`src/rtl/pim_tile_scheduler.sv`:
```
// Per-unit dispatch/accumulate scheduler for tiled PIM matrix multiply: each unit walks its
// K-slices (skipping zero-product ones), accumulates results, and one done pulse ends the run.
module pim_tile_scheduler #(
  parameter int unsigned  WIDTH      = 16,
  parameter int unsigned  NUM_UNITS  = 4,
  parameter int unsigned  TILE_ELEMS = 4,
  parameter int unsigned  NUM_SLICES = 4,
  parameter bit           SKIP_EN    = 1'b1,
  localparam int unsigned SW         = (NUM_SLICES > 1) ? $clog2(NUM_SLICES) : 1,
  localparam int unsigned CW         = $clog2(NUM_UNITS * NUM_SLICES + 1),
  localparam int unsigned DW         = NUM_UNITS * TILE_ELEMS * WIDTH
) (
  input  logic                            i_clk,
  input  logic                            i_rst_n,
  input  logic                            i_start,
  input  logic                            i_accumulate,
  input  logic [NUM_UNITS*NUM_SLICES-1:0] i_zero_mask,
  output logic [NUM_UNITS-1:0]            o_disp_valid,
  output logic [NUM_UNITS*SW-1:0]         o_disp_slice,
  input  logic [NUM_UNITS-1:0]            i_disp_ready,
  input  logic [NUM_UNITS-1:0]            i_res_valid,
  input  logic [DW-1:0]                   i_res_data,
  output logic [DW-1:0]                   o_acc_out,
  output logic                            o_busy,
  output logic                            o_done,
  output logic [CW-1:0]                   o_skip_count,
  output logic                            o_proto_err
);

  typedef enum logic [1:0] {StIdle, StIssue, StWait, StFin} unit_state_e;

  unit_state_e           r_state   [NUM_UNITS];
  unit_state_e           w_state_d [NUM_UNITS];
  logic [SW-1:0]         r_slice   [NUM_UNITS];
  logic [SW-1:0]         w_slice_d [NUM_UNITS];
  logic [NUM_SLICES-1:0] r_mask    [NUM_UNITS];

  logic [DW-1:0]        r_acc, w_acc_d;
  logic [CW-1:0]        r_skip_count, w_skip_inc;
  logic                 r_busy, r_done, r_proto_err;
  logic                 w_start, w_all_fin, w_proto_hit;
  logic [NUM_UNITS-1:0] w_skip, w_last;

  assign w_start = i_start && !r_busy;

  always_comb begin
    w_all_fin = 1'b1;
    w_skip    = '0;
    w_last    = '0;
    for (int u = 0; u < NUM_UNITS; u++) begin
      w_skip[u] = SKIP_EN && r_mask[u][r_slice[u]];
      w_last[u] = (r_slice[u] == SW'(NUM_SLICES - 1));
      if (r_state[u] != StFin) w_all_fin = 1'b0;
    end
  end

  always_comb begin
    w_acc_d     = r_acc;
    w_skip_inc  = '0;
    w_proto_hit = 1'b0;
    for (int u = 0; u < NUM_UNITS; u++) begin
      w_state_d[u] = r_state[u];
      w_slice_d[u] = r_slice[u];
      unique case (r_state[u])
        StIdle: begin
          if (w_start) begin
            w_state_d[u] = StIssue;
            w_slice_d[u] = '0;
          end
        end
        StIssue: begin
          // Skipped slices advance one per cycle and finish exactly like dispatched ones.
          if (w_skip[u]) begin
            w_skip_inc = w_skip_inc + CW'(1);
            if (w_last[u]) w_state_d[u] = StFin;
            else           w_slice_d[u] = r_slice[u] + SW'(1);
          end else if (i_disp_ready[u]) begin
            w_state_d[u] = StWait;
          end
        end
        StWait: begin
          if (i_res_valid[u]) begin
            for (int e = 0; e < TILE_ELEMS; e++) begin
              w_acc_d[(u*TILE_ELEMS+e)*WIDTH +: WIDTH] =
                r_acc[(u*TILE_ELEMS+e)*WIDTH +: WIDTH] +
                i_res_data[(u*TILE_ELEMS+e)*WIDTH +: WIDTH];
            end
            if (w_last[u]) begin
              w_state_d[u] = StFin;
            end else begin
              w_state_d[u] = StIssue;
              w_slice_d[u] = r_slice[u] + SW'(1);
            end
          end
        end
        StFin: begin
          if (w_all_fin) begin
            w_state_d[u] = StIdle;
            w_slice_d[u] = '0;
          end
        end
        default: w_state_d[u] = StIdle;
      endcase
      if (i_res_valid[u] && (r_state[u] != StWait)) w_proto_hit = 1'b1;
    end
  end

  always_ff @(posedge i_clk or negedge i_rst_n) begin
    if (!i_rst_n) begin
      for (int u = 0; u < NUM_UNITS; u++) begin
        r_state[u] <= StIdle;
        r_slice[u] <= '0;
        r_mask[u]  <= '0;
      end
      r_acc        <= '0;
      r_skip_count <= '0;
      r_busy       <= 1'b0;
      r_done       <= 1'b0;
      r_proto_err  <= 1'b0;
    end else begin
      for (int u = 0; u < NUM_UNITS; u++) begin
        r_state[u] <= w_state_d[u];
        r_slice[u] <= w_slice_d[u];
      end
      r_done      <= w_all_fin;
      r_proto_err <= r_proto_err | w_proto_hit;
      if (r_done) begin
        r_busy       <= 1'b0;
        r_acc        <= w_acc_d;
        r_skip_count <= r_skip_count + w_skip_inc;
      end else if (w_start) begin
        for (int u = 0; u < NUM_UNITS; u++) begin
          r_mask[u] <= i_zero_mask[u*NUM_SLICES +: NUM_SLICES];
        end
        r_busy       <= 1'b1;
        r_skip_count <= '0;
        r_acc        <= i_accumulate ? w_acc_d : '0;
      end else begin
        r_acc        <= w_acc_d;
        r_skip_count <= r_skip_count + w_skip_inc;
      end
    end
  end

  always_comb begin
    o_disp_valid = '0;
    o_disp_slice = '0;
    for (int u = 0; u < NUM_UNITS; u++) begin
      o_disp_valid[u]           = (r_state[u] == StIssue) && !w_skip[u];
      o_disp_slice[u*SW +: SW]  = r_slice[u];
    end
  end

  assign o_acc_out    = r_acc;
  assign o_busy       = r_busy;
  assign o_done       = r_done;
  assign o_skip_count = r_skip_count;
  assign o_proto_err  = r_proto_err;

endmodule

```
`config.mk`:
```
export PLATFORM = sky130hd
export DESIGN_NAME = pim_tile_scheduler
export DESIGN_NICKNAME = d
export VERILOG_FILES = /design/src/rtl/pim_tile_scheduler.sv
export SDC_FILE = /design/constraint.sdc
export NUM_CORES = 1
export LEC_CHECK = 0
export CORE_UTILIZATION = 30
export CTS_CLUSTER_DIAMETER = 80
export DETAILED_ROUTE_END_ITERATION = 16
export GPL_TIMING_DRIVEN = 0
export PLACE_DENSITY = 0.65
export SLEW_MARGIN = 5
export SYNTH_ARGS = -nofsm -noshare
export SYNTH_HDL_FRONTEND = slang
export SYNTH_SLANG_ARGS = --single-unit
```
`constraint.sdc`:
```
create_clock -name i_clk -period 5.4 [get_ports i_clk]
set_clock_uncertainty 0.2 [all_clocks]
set_input_delay 1.08 -clock i_clk [delete_from_list [all_inputs] [get_ports i_clk]]
set_output_delay 1.08 -clock i_clk [all_outputs]
set_load 0.05 [all_outputs]
```
Word level (Yosys, flattened, before mapping):

Cells that the tools add are included.

* bits in registers: 296
* input port bits: 284
* output and inout port bits: 276
* word-level logic and storage cells: 205

* add/subtract/negate cells: 24
* order comparisons: 4
* equality and inequality tests: 48
* multiplexer cells: 82
* bitwise operators: 2
* reductions and logical operators: 28

Operators by type and width (count)
* $mux 256: 3
* $mux 64: 8
* $add 16x16->16: 16
* $mux 2: 35
* $pmux 2 s4: 8
* $ne 2x2->1 const B: 24
* $mux 5: 8
* $eq 2x2->1 const B: 12
* $ne 3x3->1 const B: 8
* $reduce_and 5->1: 4
* $mux 1: 16
* $reduce_and 4->1: 4
* $add 5x1->5 const B: 3
* $lt 2x3->1 const B: 4
* $logic_and 1x1->1: 9
* $add 2x1->2 const B: 4
* $bmux 1 s2: 4
* $eq 2x1->1 const B: 4
* $logic_not 2->1: 4
* $add 5x5->5: 1
* $logic_not 1->1: 5
* $reduce_and 2->1: 1
* $reduce_bool 2->1: 1
* $not 1->1: 1
* $or 1x1->1: 1

Logic depth before layout (Yosys ltp):

* depth in word-level cells: 16
* gate-level depth with buffers: 15
* mapped depth without buffers: 15

Worst setup path before layout:

Ideal clock, no wire load.

* path kind: flip-flop to flip-flop
* start point: reg r_slice, in the netlist o_disp_slice[2]
* end point: reg r_skip_count[4], in the netlist o_skip_count[4]
* library setup time: 0.134 ns
* arrival time: 3.533 ns
* required time: 5.066 ns
* setup slack: 1.532 ns
* stages on the path, launching flop included: 15
* path buffers: 0
* clock period less this slack: 3.868 ns
* cells stage by stage: dfrtp_1 mux4_2 nand2_1 xor2_1 ha_1 mux2_2 ha_1 mux2_2 inv_1 fa_1 inv_1 a21o_1 a21oi_1 xor2_1 nor2_1

* word-level cells in the longest chain between the ends: 13

Ends and longest elaborated chain
* from (decl): line 34 `logic [SW-1:0] r_slice [NUM_UNITS];`
* from (signal, indexed assignment): line 123 `r_slice[u] <= w_slice_d[u];`
* $bmux 1 s2 *: line 51 `w_skip[u] = SKIP_EN && r_mask[u][r_slice[u]];`
* $mux 1 (not written as such) *: line 51
* $mux 5 *: line 73 `if (w_skip[u]) begin`
* $mux 5 *: line 64 `unique case (r_state[u])`
* $add 5x1->5: line 74 `w_skip_inc = w_skip_inc + CW'(1);`
* $mux 5: line 73
* $mux 5 *: line 64
* $add 5x1->5: line 74
* $mux 5: line 73
* $mux 5 *: line 64
* $add 5x5->5 *: line 130, 140
* $mux 5: line 131 `end else if (w_start) begin`
* $mux 5 *: line 127 `if (r_done) begin`
* to (signal assigned): line 130 `r_skip_count <= r_skip_count + w_skip_inc;`
* to (signal assigned): line 140 `r_skip_count <= r_skip_count + w_skip_inc;`
* to (decl): line 39 `logic [CW-1:0] r_skip_count, w_skip_inc;`

Mark *: on every way between the ends. The rest lies on a longest branch, timed or not. The select of a mux whose other input is x is not followed.
A chain may end at the register's enable or synchronous reset.

Worst setup path after layout:

* start point: in i_start
* end point: reg r_acc[220], in the netlist o_acc_out[220]

* word-level cells in the longest chain between the ends: 3

Ends and longest elaborated chain
* from (decl): line 15 `input logic i_start,`
* $logic_and 1x1->1: line 44 `assign w_start = i_start && !r_busy;`
* $mux 256: line 131
* $mux 256: line 127
* to (signal assigned): line 129 `r_acc <= w_acc_d;`
* to (signal assigned): line 137 `r_acc <= i_accumulate ? w_acc_d : '0;`
* to (signal assigned): line 139 `r_acc <= w_acc_d;`
* to (decl): line 38 `logic [DW-1:0] r_acc, w_acc_d;`

Every way passes these cells.

==> key figures <==
Status
  – Status: complete, no violations

Clock tree
  – Max Root-Sink Buffers: 3
  – Clock slew seen by the registers of the worst setup and hold paths: 0.06 ns
  – CTS tree: built
  – Clock sinks: about 300
  – Clk Latency, worst-skew pair: 0.57 ns
  – CTS buffer count: 43
  – CTS Hold Bufs: 0
  – Root buf cell: clkbuf_16
  – Total setup buffers inserted after CTS: 0
  – Resized Gates After CTS: 0
  – H-tree lvl count: 2

Place
  – Gpl congestion: between 0.9 and 1
  – Setup WS pre-CTS: ~0.12 ns
  – DP Wirelength: just under 70000 um
  – Number of port buffers: around 560

Min path
  – Hold Crit Class: primary input to async pin

Synthesis
  – #FFs+latches synth: a little under 300
  – Async set or reset register ratio after synthesis: 1.000
  – Post-synth top area share: 0.3208
  – Synth warn: 0
  – EDFF count, synth: 0
  – Cell Area, Synth: 23090 um^2
  – Register area share after synthesis: 0.3208
  – Syn Nets: about 3300
  – Unique masters post-synth: 68
  – Mean area per synthesized cell: approximately 8.6 um^2
  – Synthesized instance count: about 2700
  – Top cells by area, synth: dfrtp_1 32%, ha_1 14%, a21oi_1 6.9%, nand2_1 6.9%, xnor2_1 5.1%
  – Area leader, netlist: dfrtp_1
  – Post-synth top flop: dfrtp_1

Worst setup path
  – Worst setup EP type: register
  – R2R setup slack: 1.44 ns
  – Delay-heaviest family, CP: buffers and inverters
  – Reg2reg end: o_acc_out[220]
  – Worst Setup SP: i_start
  – Startpoint types: primary input
  – Crit path max fanout: 10
  – Slowest stage cell on the critical path: clkbuf_1
  – Worst path cell trace: clkdlybuf4s50_1 > nand2b_1 > clkbuf_1 > or3_1 > clkbuf_1 > clkbuf_1 > buf_6 > clkbuf_1 > o21ai_0 > nor2_1
  – WS Path Type: primary input to register
  – CP arrival: between 4 and 5 ns
  – Buf+Inv Stages, Crit Path: 6
  – Critical Path Max Stage Delay: 0.96 ns
  – Worst flop-to-flop path startpoint: o_busy
  – Top cell by count, worst path: clkbuf_1
  – Cells on worst reg2reg path: 9
  – Worst EP required: ~5.7 ns

Timing
  – Worst-margin pin slew: 1.288 ns
  – Worst Setup Slack, final: between 0.8 and 0.9 ns
  – Final setup fails: 0
  – Fmax: 0.2214 GHz
  – Worst hold slack: between 0.2 and 0.3 ns
  – RSZ-0062 raised after global routing: no
  – Max-slew headroom: 0.1411
  – Final Hold Viols: 0
  – Period utilisation layout: 0.8365
  – Final slew viol count: 0
  – Final min period: approximately 4.5 ns

GRT
  – Global-route wire length before repair: 132600 um
  – Vias in the first global route: 21813
  – Total GRT Usage: 0.2203
  – Initial antenna violation count: 12
  – Largest net degree at the start of global routing: a little over 100
  – Gr ovfl total: 0

Power
  – Peak VDD IR: roughly 0.4 mV
  – Static leakage power: ~14 nW
  – Total Power: ~22 mW
  – PD cells: between 600 and 700 nW/um^2

Drt
  – Vias: ~22000
  – 1st-pass router iterations: 5
  – Routed len/inst: 20.18 um
  – Vias per cell: about 5.1
  – DRC viols: 0
  – DR iter-0 viols: around 1300
  – WL final: ~88000 um
  – Final ANT Viol Nets: 0

Floorplan
  – Overall die width: 279.4 um
  – Die Y: 279.4 um
  – Die area: 78080 um^2
  – Rows: 101
  – Initial Util: 0.3035
  – Core box area: around 76000 um^2
  – Num ports: 560

Cells and area
  – Nets@finish: 3866
  – Layout area overhead: 36.36%
  – Proportion of layout cells with a drive suffix above 1: 0.04328

Job
  – Max-cap viol count: 0
stage by stage:
stage | std cells | setup TNS (ns) | utilization | instance area, um^2
6_report | 4361 | 0 | 0.4138 | 31480
5_1_grt | 4358 | 0 | 0.4137 | 31480
3_5_place_dp | 4283 | 0 | 0.3956 | 30090
3_3_place_gp | 4278 | -3506.35 | 0.3940 | 29970
4_1_cts | 4357 | 0 | 0.4137 | 31470
2_1_floorplan | 2689 | 0 | - | 23090
cell type report:
type / instances / area [um^2]
tap: 1030 / 1289
timing repair buffer: 564 / 5709
clock inverter: 17 / 161.4
fill: 7604 / 44590
antenna: 4 / 10.01
buffer: 92 / 346.6
multi-input combinational: 2249 / 15150
clock buffer: 57 / 1219
inverter: 52 / 195.2
sequential: 296 / 7407
cell families (layout without fill, tap and decap cells):
family / Yosys count / in the layout / share of synthesized area
adder cells (fa/ha/maj): 284 / 284 / 0.1594
AND/OR/NAND/NOR: 944 / 944 / 0.1849
multiplexers: 49 / 49 / 0.02444
AO/OA/AOI/OAI: 801 / 801 / 0.2221
flip-flops: 296 / 296 / 0.3208
other: 0 / 4 / 0
XOR/XNOR: 171 / 171 / 0.06487
buffers and inverters: 144 / 782 / 0.02341
synth_stat cells, drive strengths merged, types with 19 or more instances:
master and number:
clkbuf 78, a31oi 30, nand2 424, nand3 88
dfrtp 296, nor3 65, o21a 26, o21ai 127
ha 267, inv 52, a211oi 49, a21oi 321
mux2 19, nand2b 31, o21bai 34, o41ai 19
xor2 36, nor2 218, a21o 112, mux2i 26
xnor2 135, or3 19
how the worst max path moves through the flow:
stage / end / slack [ns] / cells past startpoint
floorplan: o_skip_count[4] / 1.53 / 14
CTS: o_acc_out[168] / 0.73 / 10
global placement: o_acc_out[6] / -11.69 / 1
global route: o_acc_out[220] / 0.58 / 10
detailed placement: o_acc_out[220] / 0.12 / 10
finish: o_acc_out[220] / 0.88 / 10
cells in the final DEF (no fill, tap or decap), types with 17 or more instances in the layout:
cell / instances
fa_1: 17
xnor2_1: 135
clkdlybuf4s50_1: 558
clkbuf_16: 43
o21a_1: 26
o41ai_1: 18
nand3_1: 88
mux2_2: 19
o21bai_1: 34
or3_1: 19
mux2i_1: 26
nand2b_1: 31
a21oi_1: 318
o211ai_1: 17
nand2_1: 424
xor2_1: 36
o21ai_0: 125
a21o_1: 103
clkbuf_1: 82
ha_1: 267
inv_1: 52
nor2_1: 218
nor3_1: 59
a31oi_1: 30
and3_1: 17
a211oi_1: 47
dfrtp_1: 296
metal layers:
metal,up-vias,GRT usage,routed length (um)
met5,-,0,133
li1,10951,-,-
met4,20,0.05016,1942
met1,10688,0.2747,37430
met3,120,0.06063,6679
met2,587,0.3759,41800
report_power, final:
group          internal, mW  switching [mW]
Sequential             3.27            1.03
Clock                  1.68            1.16
Combinational          5.58            8.90
Total                  10.5            11.1
state kept, by name, indices dropped and copies added, names as in the netlist:
name,cells
o_acc_out,256
o_skip_count,5
o_busy,1
o_done,1
o_proto_err,1
o_disp_slice,8
r_mask,16
r_state,8
worst reg2reg max path, stage by stage (launching register included):
cell	delay, ns
dfrtp_1	0.36
nand2b_1	0.10
clkbuf_1	0.35
or3_1	0.17
clkbuf_1	0.55
clkbuf_1	0.48
buf_6	0.26
clkbuf_1	0.98
o21ai_0	0.30
nor2_1	0.16
No activity file was read; power rests on OpenSTA's default activity.
